--- src/rtl/button_events.sv ---
`default_nettype none
// ============================================================================
// Module      : button_events
// Description : Turns a clean button level into press, release, long-press and
//               auto-repeat pulses. Auto-repeat exists only when the macro
//               BUTTON_EVENTS_REPEAT_EN is defined.
// Revision    : 1.0 - initial release
// ============================================================================
module button_events #(
    parameter int unsigned HOLD_CYCLES   = 50000000,
    parameter int unsigned REPEAT_CYCLES = 10000000
) (
    input  logic clk,
    input  logic rst_n,
    input  logic ibutton,
    output logic press,
    output logic o_release,
    output logic long_press,
    output logic o_repeat,
    output logic held
);

`ifdef BUTTON_EVENTS_REPEAT_EN
    localparam logic c_REPEAT_EN = 1'b1;
`else
    localparam logic c_REPEAT_EN = 1'b0;
`endif

    localparam logic [1:0] c_ST_IDLE    = 2'd0;
    localparam logic [1:0] c_ST_PRESSED = 2'd1;
    localparam logic [1:0] c_ST_LONG    = 2'd2;

    // The press edge loads cnt=1, so the threshold is the full hold length.
    localparam logic [31:0] c_HOLD_LAST   = 32'(HOLD_CYCLES);
    localparam logic [31:0] c_REPEAT_LAST = 32'(REPEAT_CYCLES - 1);

    logic [1:0]  r_state;
    logic [31:0] r_cnt;
    logic        r_press;
    logic        r_release;
    logic        r_long;
    logic        r_repeat;
    logic        r_held;

    always_ff @(posedge clk) begin
        if (!rst_n) begin
            r_state   <= c_ST_IDLE;
            r_cnt     <= 32'd0;
            r_press   <= 1'b0;
            r_release <= 1'b0;
            r_long    <= 1'b0;
            r_repeat  <= 1'b0;
            r_held    <= 1'b0;
        end else begin
            r_press   <= 1'b0;
            r_release <= 1'b0;
            r_long    <= 1'b0;
            r_repeat  <= 1'b0;
            case (r_state)
                c_ST_IDLE: begin
                    r_cnt  <= 32'd0;
                    r_held <= 1'b0;
                    if (ibutton) begin
                        r_press <= 1'b1;
                        r_held  <= 1'b1;
                        r_state <= c_ST_PRESSED;
                        r_cnt   <= 32'd1;
                    end
                end
                c_ST_PRESSED: begin
                    // Release is tested first so it wins over a coinciding threshold.
                    if (!ibutton) begin
                        r_release <= 1'b1;
                        r_held    <= 1'b0;
                        r_state   <= c_ST_IDLE;
                        r_cnt     <= 32'd0;
                    end else if (r_cnt == c_HOLD_LAST) begin
                        r_long  <= 1'b1;
                        r_state <= c_ST_LONG;
                        r_cnt   <= 32'd0;
                    end else begin
                        r_cnt <= r_cnt + 32'd1;
                    end
                end
                c_ST_LONG: begin
                    if (!ibutton) begin
                        r_release <= 1'b1;
                        r_held    <= 1'b0;
                        r_state   <= c_ST_IDLE;
                        r_cnt     <= 32'd0;
                    end else if (c_REPEAT_EN) begin
                        if (r_cnt == c_REPEAT_LAST) begin
                            r_repeat <= 1'b1;
                            r_cnt    <= 32'd0;
                        end else begin
                            r_cnt <= r_cnt + 32'd1;
                        end
                    end else begin
                        r_cnt <= 32'd0;
                    end
                end
                default: begin
                    r_state <= c_ST_IDLE;
                    r_cnt   <= 32'd0;
                    r_held  <= 1'b0;
                end
            endcase
        end
    end

    assign press      = r_press;
    assign o_release  = r_release;
    assign long_press = r_long;
    assign o_repeat   = r_repeat;
    assign held       = r_held;

endmodule
`default_nettype wire

--- config.mk ---
export PLATFORM = sky130hd
export DESIGN_NAME = button_events
export DESIGN_NICKNAME = d
export VERILOG_FILES = /design/src/rtl/button_events.sv
export SDC_FILE = /design/constraint.sdc
export NUM_CORES = 1
export LEC_CHECK = 0
export ABC_CLOCK_PERIOD_IN_PS = 2100
export CAP_MARGIN = 25
export CORE_MARGIN = 10
export CORE_UTILIZATION = 50
export DETAILED_ROUTE_END_ITERATION = 12
export PLACE_DENSITY = 0.7
export SETUP_SLACK_MARGIN = 0.5
export SLEW_MARGIN = 25
export SYNTH_ARGS = -nofsm -noshare
export SYNTH_HDL_FRONTEND = slang
export SYNTH_SLANG_ARGS = --single-unit
--- constraint.sdc ---
create_clock -name clk -period 2.1 [get_ports clk]
set_clock_uncertainty 0.1 [all_clocks]
set_input_delay 0.42 -clock clk [delete_from_list [all_inputs] [get_ports clk]]
set_output_delay 0.42 -clock clk [all_outputs]
set_load 0.02 [all_outputs]
==> flow_results.org <==
** Worst setup path
- Critical Path RT :: 2.17 ns
- The critical path is of the reg -> reg type.
- Along the worst path, the maximum fanout reaches 6.
- CP arrival :: ~2.1 ns
- Together, buffers and inverters on the worst path number 2.
- Crit start category :: register
- The largest single stage delay on the critical path is 0.49 ns.
- In this design, the largest share of critical-path delay is due to simple AND/OR/NAND/NOR gates.
- Cell-by-cell trace of the critical path :: inv_2 -> ha_4 -> nor4b_4 -> nand4_1 -> or4_4 -> buf_12 -> o211ai_1 -> o311ai_2
- The worst setup path is captured at a register.
- Critical path's slowest cell :: sky130_fd_sc_hd__or4_4

** Power and ir drop
- VDD IR max :: 0.000329 V
- For this design the static power due to leakage is 1.02 nW.
- In this run switching power makes up roughly a quarter of total power.
- Internal cell power :: between 1 and 1.5 mW
- In this run, the combinational gates consume 9.9% of the power.
- Per report_power, the clock group accounts for 37.7% of the total.
- In this run the power density over the cells is slightly below 500 mW/mm2.
- Switching power of the nets :: 0.347 mW
- The share of total power dissipated in sequential elements is 52.5%.

** Drt
- Total number of vias :: a little under 2000
- Via-to-Cell Ratio :: 6.13
- In the final routed layout, each cell accounts on average for around 19 um.
- Number of iterations in the first detailed-routing pass :: 8
- In the routed design, unresolved DRC markers number 0.
- The detailed router finished its first iteration with 193 violations.
- WL final :: between 6 and 7 mm
- Antenna viol nets, final :: 0

** Timing
- The number of endpoints with negative hold slack in the final report is 0.
- Setup violations remaining at the end of the flow were counted as 0.
- Setup slack on the critical path of the routed design comes to 0.0348 ns.
- Setup repair after global routing could not meet its margin everywhere.
- After routing, the total negative slack on setup checks comes to 0 ns.
- The worst path uses 98.3% of the clock period.
- Static timing analysis puts the maximum clock frequency at 484 MHz.
- For the finished layout, the period the worst path requires is roughly 2.1 ns.
- The final-report max-slew violation count is 0.

** Yosys
- Sequential elements use 38.0% of the synthesized area.
- Number of synthesis warnings :: 0
- Among all flip-flop cells after synthesis, the most frequent one is sky130_fd_sc_hd__dfxtp_1.
- In this run the cell area of the synthesized design comes to about 0.0020 mm2.
- Post-synth EDFFs :: 0
- Share of flip-flops with an asynchronous set or reset after synthesis :: 0%
- The number of different library cells used by synthesis comes to 41.
- Cell count after synthesis :: approximately 230
- Synthesis produced a netlist with a net count of 239.
- Mean Syn Cell Area :: 8.68 um2
- Flop and latch count out of synthesis :: 38

** Clock tree
- Clock tree synthesis selected as its root buffer the cell sky130_fd_sc_hd__clkbuf_8.
- After clock tree synthesis, the clock-pin slew on the worst setup and hold paths is 0.08 ns.
- No sink is reached through more buffers than the 2 on the longest clock path.
- CTS Hold Buffers Added :: 0
- Number of buffers inserted during clock tree synthesis :: 5
- Number of H-tree levels :: 2
- The tree built by TritonCTS fans out to 38 sinks.
- Clock latency at the later pin of the worst-skew pair :: a little under 0.3 ns
- CTS tree :: done

** Die
- I/O pin count :: 8
- Area of the placeable core :: 0.00377 mm2
- For this configuration, the core starts out at a cell density of 53.2%.
- The floorplan step set the die height to roughly 83 um.
- The initialized floorplan defines 22 standard-cell rows.
- In this run the horizontal extent of the chip is 83.3 um.
- The die covers roughly 0.0069 mm2.

** Finish
- Utilization of the core after routing :: 76.7%
- Sequential Area :: 787 um2
- Area grow syn2layout :: 44.3%
- Layout cell share with drive strength beyond 1 :: 48.2%
- Commonest non-fill, non-tap cells in the layout :: sky130_fd_sc_hd__buf_4, sky130_fd_sc_hd__dfxtp_1, sky130_fd_sc_hd__nand3_1
- Number of standard cells in the final layout excluding fillers :: between 300 and 400
- Leaving out fill and tap cells, the most frequent cell in the layout is sky130_fd_sc_hd__buf_4.
- Antenna Diode Count :: 0
- Summing all multi-input logic gate instances after layout gives 0.00157 mm2.
- Number of filler instances in the final layout :: 230
- Final #Nets :: 279

** Hold path
- The worst hold path belongs to the class reg -> reg.

** Outcome
- The run finished with clean final reports.

** Place
- Weighted congestion reported at the end of routability-driven placement :: 0.890
- The HPWL after detailed placement is 3.17 mm.
- Prior to clock tree synthesis, the placed netlist has a worst setup slack of 0.111 ns.
- Port buffer count :: 6
- Number of instances in the placed design :: 294

** GRT
- Entering global routing, the biggest net connects 12 pins.
- The via count of the first global-routing pass came to 1816.
- Global routing finished with a remaining overflow of 0.
- Wire length of the first global-routing pass :: roughly 8.9 mm
- Total global routing track utilization :: about 15%
- Initial antenna violation count :: 0

** Job
- Max-cap violations in this run came to 0.
==> kinds of logic (layout without fill, tap and decap cells) <==
logic type	count (synthesis)	after routing	synth area share, %
mux	2	2	1.06
buf+inv	17	55	4.68
other cells	1	1	0.187
simple gates	128	131	36.8
flops	38	38	38.0
fa+ha+maj	5	5	3.12
xor+xnor	25	25	10.9
compound gates	15	15	5.31
==> layer usage <==
| metal | share of wire [%] | GRT usage (%) | wire, um | up-vias |
|---|---|---|---|---|
| met5 | 0 | 0 | 0 | - |
| met4 | 3.2 | 5.85 | 197 | 0 |
| met3 | 6.6 | 3.61 | 406 | 32 |
| met2 | 49 | 24.4 | 2990 | 96 |
| met1 | 41 | 18.8 | 2550 | 921 |
| li1 | - | - | - | 911 |
==> cells in the mapped netlist, types with 2 or more instances <==
| cell type | count | area share (%) |
|---|---|---|
| sky130_fd_sc_hd__ha_1 | 5 | 3.1 |
| sky130_fd_sc_hd__xor2_1 | 13 | 5.7 |
| sky130_fd_sc_hd__nor4b_1 | 4 | 1.7 |
| sky130_fd_sc_hd__inv_1 | 7 | 1.3 |
| sky130_fd_sc_hd__or4_4 | 3 | 1.7 |
| sky130_fd_sc_hd__or3_1 | 3 | 0.94 |
| sky130_fd_sc_hd__nor2_1 | 34 | 6.4 |
| sky130_fd_sc_hd__o311ai_2 | 2 | 1.6 |
| sky130_fd_sc_hd__a21oi_1 | 7 | 1.7 |
| sky130_fd_sc_hd__nand2_1 | 14 | 2.6 |
| sky130_fd_sc_hd__buf_6 | 3 | 1.7 |
| sky130_fd_sc_hd__and3_1 | 5 | 1.6 |
| sky130_fd_sc_hd__nand3_1 | 21 | 5.2 |
| sky130_fd_sc_hd__clkbuf_1 | 3 | 0.56 |
| sky130_fd_sc_hd__o21ai_0 | 3 | 0.75 |
| sky130_fd_sc_hd__dfxtp_1 | 38 | 38 |
| sky130_fd_sc_hd__nor3_1 | 9 | 2.2 |
| sky130_fd_sc_hd__o211ai_1 | 2 | 0.75 |
| sky130_fd_sc_hd__and4_1 | 2 | 0.87 |
| sky130_fd_sc_hd__nor4_1 | 6 | 1.9 |
| sky130_fd_sc_hd__xnor2_1 | 12 | 5.2 |
| sky130_fd_sc_hd__buf_2 | 3 | 0.75 |
| sky130_fd_sc_hd__or4_1 | 2 | 0.75 |
| sky130_fd_sc_hd__and2_1 | 2 | 0.62 |
| sky130_fd_sc_hd__nand4_1 | 10 | 3.1 |
| sky130_fd_sc_hd__nor2_2 | 2 | 0.62 |
| sky130_fd_sc_hd__nor4bb_1 | 2 | 1.0 |
==> worst paths after layout <==
check	start	end	slack, ns	cells after the start
setup / recovery	r_cnt[0]	r_state[1]	0.03	8
hold / removal	held	held	0.43	2
setup reg to reg	r_cnt[0]	r_state[1]	0.03	8
hold reg to reg	held	held	0.43	2
==> worst register-to-register path, stage by stage, from the launching register on <==
cell	delay (ns)
sky130_fd_sc_hd__dfxtp_2	0.33
sky130_fd_sc_hd__inv_2	0.06
sky130_fd_sc_hd__ha_4	0.13
sky130_fd_sc_hd__nor4b_4	0.20
sky130_fd_sc_hd__nand4_1	0.19
sky130_fd_sc_hd__or4_4	0.49
sky130_fd_sc_hd__buf_12	0.18
sky130_fd_sc_hd__o211ai_1	0.12
sky130_fd_sc_hd__o311ai_2	0.13
==> what timing repair did <==
| item | CTS | global route |
|---|---|---|
| cloned | 4 | 0 |
| hold endpoints to repair | 0 | 0 |
| resized for setup | 47 | 54 |
| setup buffers | 10 | 4 |
| pin swaps | 34 | 21 |
| setup endpoints to repair | 39 | 35 |
==> area by class of cell <==
type,instances,area share [%]
repair buffers,40,12.2
well taps,48,2.08
inverters,7,0.909
flip-flops and latches,38,27.2
multi-input cells,179,54.4
clock inverters,1,0.173
clock buffers,7,2.99
==> state kept, by name, indices dropped and copies added (netlist names) <==
| name | flops |
|---|---|
| held | 1 |
| long_press | 1 |
| o_release | 1 |
| press | 1 |
| r_cnt | 32 |
| r_state | 2 |
==> metrics by stage <==
step / area [um2] / power [mW] / hold WS, ns
after global routing: 2890 / 1.44 / 0.465
after CTS: 2650 / 1.37 / 0.438
after floorplan: 2070 / 0.814 / 0.386
after detailed placement: 2260 / 0.843 / 0.419
after global placement: 2260 / 0.842 / 0.381
final: 2890 / 1.40 / 0.432
==> power by group through the flow <==
stage / Sequential [mW] / Combinational [mW] / Clock, mW
2_1_floorplan: 0.759 / 0.0551 / 0
3_3_place_gp: 0.751 / 0.0905 / 0
3_5_place_dp: 0.752 / 0.0911 / 0
4_1_cts: 0.734 / 0.111 / 0.529
5_1_grt: 0.735 / 0.145 / 0.561
6_report: 0.733 / 0.138 / 0.526
No activity file was read; power rests on OpenSTA's default activity.
